$ cat src/rtl/mii_frame_pkg.sv
// mii_frame_pkg
// Shared definitions for the MII frame checker: control-character codes,
// the frame FSM state type and the per-lane classification type.
package mii_frame_pkg;

   localparam logic [7:0] CHAR_IDLE  = 8'h07;
   localparam logic [7:0] CHAR_START = 8'hFB;
   localparam logic [7:0] CHAR_TERM  = 8'hFD;
   localparam logic [7:0] CHAR_ERR   = 8'hFE;
   localparam logic [7:0] CHAR_SEQ   = 8'h9C;

   typedef enum logic [0:0] {
      ST_IDLE,
      ST_IN_FRAME
   } state_t;

   typedef enum logic [2:0] {
      LC_DATA,
      LC_IDLE,
      LC_START,
      LC_TERM,
      LC_ERR,
      LC_SEQ,
      LC_OTHER
   } lane_class_t;

endpackage

$ cat src/rtl/mii_lane_classifier.sv
// mii_lane_classifier
// Combinational classification of one MII lane (one byte plus its control flag).
// Ports:
//   txd_i        - lane byte
//   txc_i        - lane control flag (1 = control character)
//   lane_class_o - decoded lane class (LC_DATA when txc_i = 0)
//   pattern_ok_o - byte equals DATA_CHAR_PATTERN (only meaningful for data lanes)
module mii_lane_classifier
   import mii_frame_pkg::*;
#(
   parameter logic [7:0] DATA_CHAR_PATTERN = 8'hAA
) (
   input  logic [7:0]  txd_i,
   input  logic        txc_i,
   output lane_class_t lane_class_o,
   output logic        pattern_ok_o
);

   always_comb begin
      pattern_ok_o = (txd_i == DATA_CHAR_PATTERN);
      lane_class_o = LC_OTHER;
      if (!txc_i) begin
         lane_class_o = LC_DATA;
      end else begin
         case (txd_i)
            CHAR_IDLE:  lane_class_o = LC_IDLE;
            CHAR_START: lane_class_o = LC_START;
            CHAR_TERM:  lane_class_o = LC_TERM;
            CHAR_ERR:   lane_class_o = LC_ERR;
            CHAR_SEQ:   lane_class_o = LC_SEQ;
            default:    lane_class_o = LC_OTHER;
         endcase
      end
   end

endmodule

$ cat config.mk
export PLATFORM = sky130hd
export DESIGN_NAME = mii_lane_classifier
export DESIGN_NICKNAME = d
export VERILOG_FILES = /design/src/rtl/mii_frame_pkg.sv /design/src/rtl/mii_lane_classifier.sv
export SDC_FILE = /design/constraint.sdc
export NUM_CORES = 1
export LEC_CHECK = 0
export ABC_CLOCK_PERIOD_IN_PS = 2500
export CORE_AREA = 3 3 40 42
export DETAILED_ROUTE_END_ITERATION = 7
export DIE_AREA = 0 0 43 45
export GPL_ROUTABILITY_DRIVEN = 0
export GPL_TIMING_DRIVEN = 0
export PLACE_DENSITY = 0.35
export SLEW_MARGIN = 30
export SYNTH_ARGS = -nofsm -noshare
export SYNTH_HDL_FRONTEND = slang
export SYNTH_SLANG_ARGS = --single-unit
$ cat constraint.sdc
create_clock -name vclk -period 2.5
set_input_delay 0.625 -clock vclk [all_inputs]
set_output_delay 0.625 -clock vclk [all_outputs]
set_load 0.02 [all_outputs]
==> results of run 1 <==
cell type report:
type / instances / area share
Multi-Input combinational cell: 18 / 0.546
Timing Repair Buffer: 13 / 0.382
Tap cell: 15 / 0.0725
kinds of logic after synthesis:
family / share of synthesized area
compound gates: 0.311
xor+xnor: 0.0680
simple gates: 0.621
per-stage QoR:
step / hold slack [ns] / cell area, um^2
2_1_floorplan: 1.34 / 129
4_1_cts: 1.74 / 265
3_3_place_gp: 2.37 / 278
6_report: 1.68 / 259
3_5_place_dp: 2.36 / 278
5_1_grt: 1.72 / 259
power groups by stage:
| stage | clock network [W] | logic, W | registers [W] |
|---|---|---|---|
| after floorplan | 0 | 0.0000113 | 0 |
| after global placement | 0 | 0.0000367 | 0 |
| after detailed placement | 0 | 0.0000366 | 0 |
| after CTS | 0 | 0.0000330 | 0 |
| after global routing | 0 | 0.0000347 | 0 |
| final | 0 | 0.0000322 | 0 |
synth_stat cells:
cell | count | area share
sky130_fd_sc_hd__o311a_1 | 2 | 0.16
sky130_fd_sc_hd__nand3_1 | 3 | 0.12
sky130_fd_sc_hd__nor4b_1 | 1 | 0.068
sky130_fd_sc_hd__nand2_1 | 1 | 0.029
sky130_fd_sc_hd__nor3_1 | 2 | 0.078
sky130_fd_sc_hd__a211o_1 | 1 | 0.068
sky130_fd_sc_hd__or3_1 | 1 | 0.049
sky130_fd_sc_hd__xnor2_1 | 1 | 0.068
sky130_fd_sc_hd__or4b_1 | 1 | 0.078
sky130_fd_sc_hd__and3_1 | 1 | 0.049
sky130_fd_sc_hd__nand4_1 | 1 | 0.049
sky130_fd_sc_hd__a21boi_2 | 1 | 0.087
sky130_fd_sc_hd__nor2_1 | 1 | 0.029
sky130_fd_sc_hd__nor4bb_1 | 1 | 0.078
layout by cell type (no fill, tap or decap), types with 2 or more instances in the layout:
cell type	count
sky130_fd_sc_hd__buf_2	3
sky130_fd_sc_hd__clkbuf_2	3
sky130_fd_sc_hd__dlygate4sd2_1	3
sky130_fd_sc_hd__dlymetal6s2s_1	2
sky130_fd_sc_hd__nand3_1	3
sky130_fd_sc_hd__nor3_1	2
sky130_fd_sc_hd__o311a_1	2
worst max-delay path: stages:
cell	delay, ns
sky130_fd_sc_hd__dlygate4sd2_1	0.28
sky130_fd_sc_hd__or4b_1	0.51
sky130_fd_sc_hd__nor3_1	0.15
sky130_fd_sc_hd__buf_2	0.19
layer usage:
metal	up-vias	part of all wire	track usage
li1	104	-	-
met4	0	0	0
met3	0	0.11	0.0120
met5	-	0	0
met2	13	0.37	0.0898
met1	94	0.52	0.0976
worst min-delay path by stage:
stage               startpoint               to
floorplan             txd_i[2]     pattern_ok_o
global placement         txc_i  lane_class_o[2]
detailed placement       txc_i  lane_class_o[2]
CTS                   txd_i[2]     pattern_ok_o
global route          txd_i[5]     pattern_ok_o
finish                txd_i[5]     pattern_ok_o
what timing repair did:
action / in CTS / in global routing
gates resized for setup: 26 / 8
pin swaps: 1 / 1
endpoints found under the setup margin: 4 / 4
==> metrics.log, run 1 <==
INFO  metric dp_cells = between 40 and 50
INFO  metric finalWirelength = ~600 um
INFO  metric ir_worst_vdd = 0.0000380 V
INFO  metric status = finished, final reports clean
INFO  metric drv_cap = 0
INFO  metric clockPowerShare = 0
INFO  metric startpoint = txd_i[4]
INFO  metric seqCellArea = 0 um^2
INFO  metric holdCritPathClass = input port to primary output
INFO  metric seq_cell_count = 0
INFO  metric floorplan.core_area = 0.00128 mm^2
INFO  metric post-route-util = 0.202
INFO  metric internal_power = 0.0000158 W
INFO  metric first_global_vias = around 200
INFO  metric total_power = between 0.00003 and 0.00004 W
INFO  metric power.density = 124 mW/mm^2
INFO  metric design.final.nets = 42
INFO  metric maxSlewHeadroom = 0.864
INFO  metric post_synth.cell_area_avg = 7.16 um^2
INFO  metric die_x = 43 um
INFO  metric synthToLayoutAreaGrowth = 101%
INFO  metric crit_path_max_fanout = 4
INFO  metric fillers = 145
INFO  metric ys_seq_area_frac = 0
INFO  metric num-clock-buffers = 0
INFO  metric antenna_cells = 0
INFO  metric grt_pass1_wl = 966 um
INFO  metric place_worst_setup_slack = -0.714 ns
INFO  metric syn-instance-count = 18
INFO  metric clock.fmax = 420 MHz
INFO  metric final_routed_wire_length_divided_by_cell_count = 13.0 um
INFO  metric net_sw_frac = 0.509
INFO  metric critical_path_required = 1.88 ns
INFO  metric drive_gt1_frac = 0.323
INFO  metric synth_fp_nets = 27
INFO  metric post_synthesis_instance_area = between 100 and 150 um^2
INFO  metric unrepaired_setup_endpoints_after_global_routing = no
INFO  metric detailedRoute.firstPassIterationCount = 3
INFO  metric hold_violations = 0
INFO  metric initial_core_util = 0.100
INFO  metric timing.hold.worst_path_depth = 4
INFO  metric num_io_pins = 13
INFO  metric number_of_standard_cells_in_the_layout_taps_in_and_fillers_out = 46
INFO  metric first_iter_violations = 10
INFO  metric timing_worst_setup_path_type = input port to primary output
INFO  metric setup_slack = 0.118 ns
INFO  metric groute.usage.overall = 0.0614
INFO  metric largest_net_degree_at_the_start_of_global_routing = 8
INFO  metric gr-total-overflow = 0
INFO  metric routed_via_density = roughly 4.6
INFO  metric area_of_the_multi_input_gates = 141 um^2
INFO  metric number_of_antenna_violations_at_the_first_check_in_global_routing = 0
INFO  metric worstSetupEndpointType = primary output
INFO  metric total_switching_power = roughly 0.000016 W
INFO  metric yosysUniqueCellTypes = 14
INFO  metric dieHeight = 45 um
INFO  metric report.final.slew_viol_count = 0
INFO  metric cts_hold_buf = 0
INFO  metric postRouteAntennaNets = 0
INFO  metric worst-endpoint-arrival = ~1.8 ns
INFO  metric worst_setup_path_start_kind = input port
INFO  metric p_comb_frac = 1.000
INFO  metric tns = 0 ns
INFO  metric design.die.area = about 0.0019 mm^2
INFO  metric power.share.sequential = 0
INFO  metric critical_path.endpoint = pattern_ok_o
INFO  metric hpwl = 427 um
INFO  metric final_min_period_over_clock_period = 0.953
INFO  metric worst_pin_slew = 0.201 ns
INFO  metric yosys_warnings = 0
INFO  metric rows = 13
INFO  metric vias = roughly 210
INFO  metric cts.repair_timing.setup_buffer_count = 0
INFO  metric numPortBuffers = 13
INFO  metric final.min_clock_period = 2.38 ns
INFO  metric p_leak = 0.110 nW
INFO  metric setup-violations-final = 0
INFO  metric detail_route.drc_violations = 0
No activity file was read; power rests on OpenSTA's default activity.
==> run 2, diff against run 1 <==
Settings changed: SETUP_SLACK_MARGIN set to 0.05.
==> metrics.log, run 2 (same netlist as run 1, synthesis figures left out) <==
INFO  metric worstSetupEndpointType = primary output
INFO  metric hold_path_end = pattern_ok_o
INFO  metric hold_start = txd_i[5]
INFO  metric design.die.area = 0.00194 mm^2
INFO  metric unrepaired_setup_endpoints_after_global_routing = no
INFO  metric drv_cap = 0
INFO  metric num_io_pins = 13
INFO  metric worst_pin_slew = 0.201 ns
INFO  metric first_global_vias = slightly below 200
INFO  metric critical_path_required = 1.88 ns
INFO  metric fillers = 145
INFO  metric crit_path_max_fanout = 4
INFO  metric p_leak = 0.111 nW
INFO  metric critical-path-slowest-cell = sky130_fd_sc_hd__or4b_1
INFO  metric place_worst_setup_slack = -0.714 ns
INFO  metric floorplan.core_area = 0.00128 mm^2
INFO  metric initial_core_util = 0.100
INFO  metric detail_route.drc_violations = 0
INFO  metric hold_violations = 0
INFO  metric drive_gt1_frac = 0.355
INFO  metric final_min_period_over_clock_period = 0.942
INFO  metric num-clock-buffers = 0
INFO  metric design.final.nets = 42
INFO  metric status = finished, final reports clean
INFO  metric total_power = about 0.000032 W
INFO  metric antenna_cells = 0
INFO  metric timing.hold.worst_path_depth = 4
INFO  metric largest_incremental_delay_on_the_critical_path = 0.53 ns
INFO  metric cts_hold_buf = 0
INFO  metric report.final.slew_viol_count = 0
INFO  metric groute.usage.overall = 0.0614
INFO  metric worstPathBufferInverterCount = 2
INFO  metric seqCellArea = 0 um^2
INFO  metric power.density = 123 mW/mm^2
INFO  metric dpl_cell_area = 278 um^2
INFO  metric numPortBuffers = 13
INFO  metric finalWirelength = 598 um
INFO  metric cts.repair_timing.setup_buffer_count = 0
INFO  metric hold_ws = ~1.7 ns
INFO  metric detailedRoute.firstPassIterationCount = 3
INFO  metric routed_via_density = 4.59
INFO  metric critical_path.cell_chain = dlygate4sd2_1, or4b_1, nor3_2, buf_2
INFO  metric gr-total-overflow = 0
INFO  metric die_x = about 43 um
INFO  metric number_of_antenna_violations_at_the_first_check_in_global_routing = 0
INFO  metric ir_worst_vdd = ~0.000038 V
INFO  metric setup-violations-final = 0
INFO  metric timing.critical_path.max_delay_family = simple AND/OR/NAND/NOR gates
INFO  metric clock.fmax = 425 MHz
INFO  metric seq_cell_count = 0
INFO  metric vias = 211
INFO  metric final.min_clock_period = 2.36 ns
INFO  metric timing_worst_setup_path_type = input port to primary output
INFO  metric tns = 0 ns
INFO  metric rows = 13
INFO  metric hpwl = 427 um
INFO  metric post-route-cell-area = approximately 260 um^2
INFO  metric worst-endpoint-arrival = roughly 1.7 ns
INFO  metric maxSlewHeadroom = 0.864
INFO  metric holdCritPathClass = input port to primary output
INFO  metric mostFrequentLayoutCells = sky130_fd_sc_hd__nand3_1 (3), sky130_fd_sc_hd__clkbuf_2 (3), sky130_fd_sc_hd__dlygate4sd2_1 (3), sky130_fd_sc_hd__buf_2 (3)
INFO  metric first_iter_violations = 10
INFO  metric setup_slack = 0.145 ns
INFO  metric cp.depth = 4
INFO  metric postRouteAntennaNets = 0
INFO  metric largest_net_degree_at_the_start_of_global_routing = 8
INFO  metric worst_setup_path_start_kind = input port
INFO  metric synthToLayoutAreaGrowth = 105%
INFO  metric dieHeight = 45 um
INFO  metric final_routed_wire_length_divided_by_cell_count = between 10 and 15 um
INFO  metric grt_pass1_wl = roughly 970 um
==> run 2: cell types whose count changed in the layout (fill, tap and decap cells not counted) <==
cell | previous run | this run
sky130_fd_sc_hd__nor3_1 | 2 | 1
sky130_fd_sc_hd__nor3_2 | 0 | 1
==> run 2: through the flow <==
step,util,cells
floorplan,-,18
global placement,0.216,46
detailed placement,0.216,46
CTS,0.206,46
global route,0.205,46
finish,0.205,46
==> run 2: power breakdown <==
part / switching [W] / leakage, nW / total [W] / internal [W]
Clock: 0 / 0 / 0 / 0
Combinational: 0.0000167 / 0.111 / 0.0000325 / 0.0000158
Sequential: 0 / 0 / 0 / 0
Total: 0.0000167 / 0.111 / 0.0000325 / 0.0000158
==> run 2: how the worst max path moves through the flow <==
| stage | slack (ns) | endpoint | startpoint |
|---|---|---|---|
| after global placement | -0.72 | lane_class_o[0] | txd_i[0] |
| final | 0.14 | pattern_ok_o | txd_i[4] |
| after detailed placement | -0.71 | lane_class_o[0] | txd_i[0] |
| after global routing | 0.07 | lane_class_o[0] | txd_i[0] |
| after floorplan | 0.27 | pattern_ok_o | txd_i[0] |
| after CTS | -0.03 | lane_class_o[0] | txd_i[0] |
==> run 2: area by class of cell <==
| class | instances | area, um^2 | area share |
|---|---|---|---|
| Timing Repair Buffer | 13 | 98.8 | 0.374 |
| Tap cell | 15 | 18.8 | 0.0711 |
| Multi-Input combinational cell | 18 | 146 | 0.555 |
==> run 2: timing repair <==
item / 4_1_cts / 5_1_grt
pin swaps: 1 / 1
setup endpoints to repair: 4 / 4
gates resized for setup: 26 / 9
==> run 2: layer usage <==
layer  up-vias  routed length [um]  track usage
met5         -                   0            0
met4         0                   0            0
met3         0                  64       0.0120
met2        13                 222       0.0898
met1        94                 311       0.0976
li1        104                   -            -
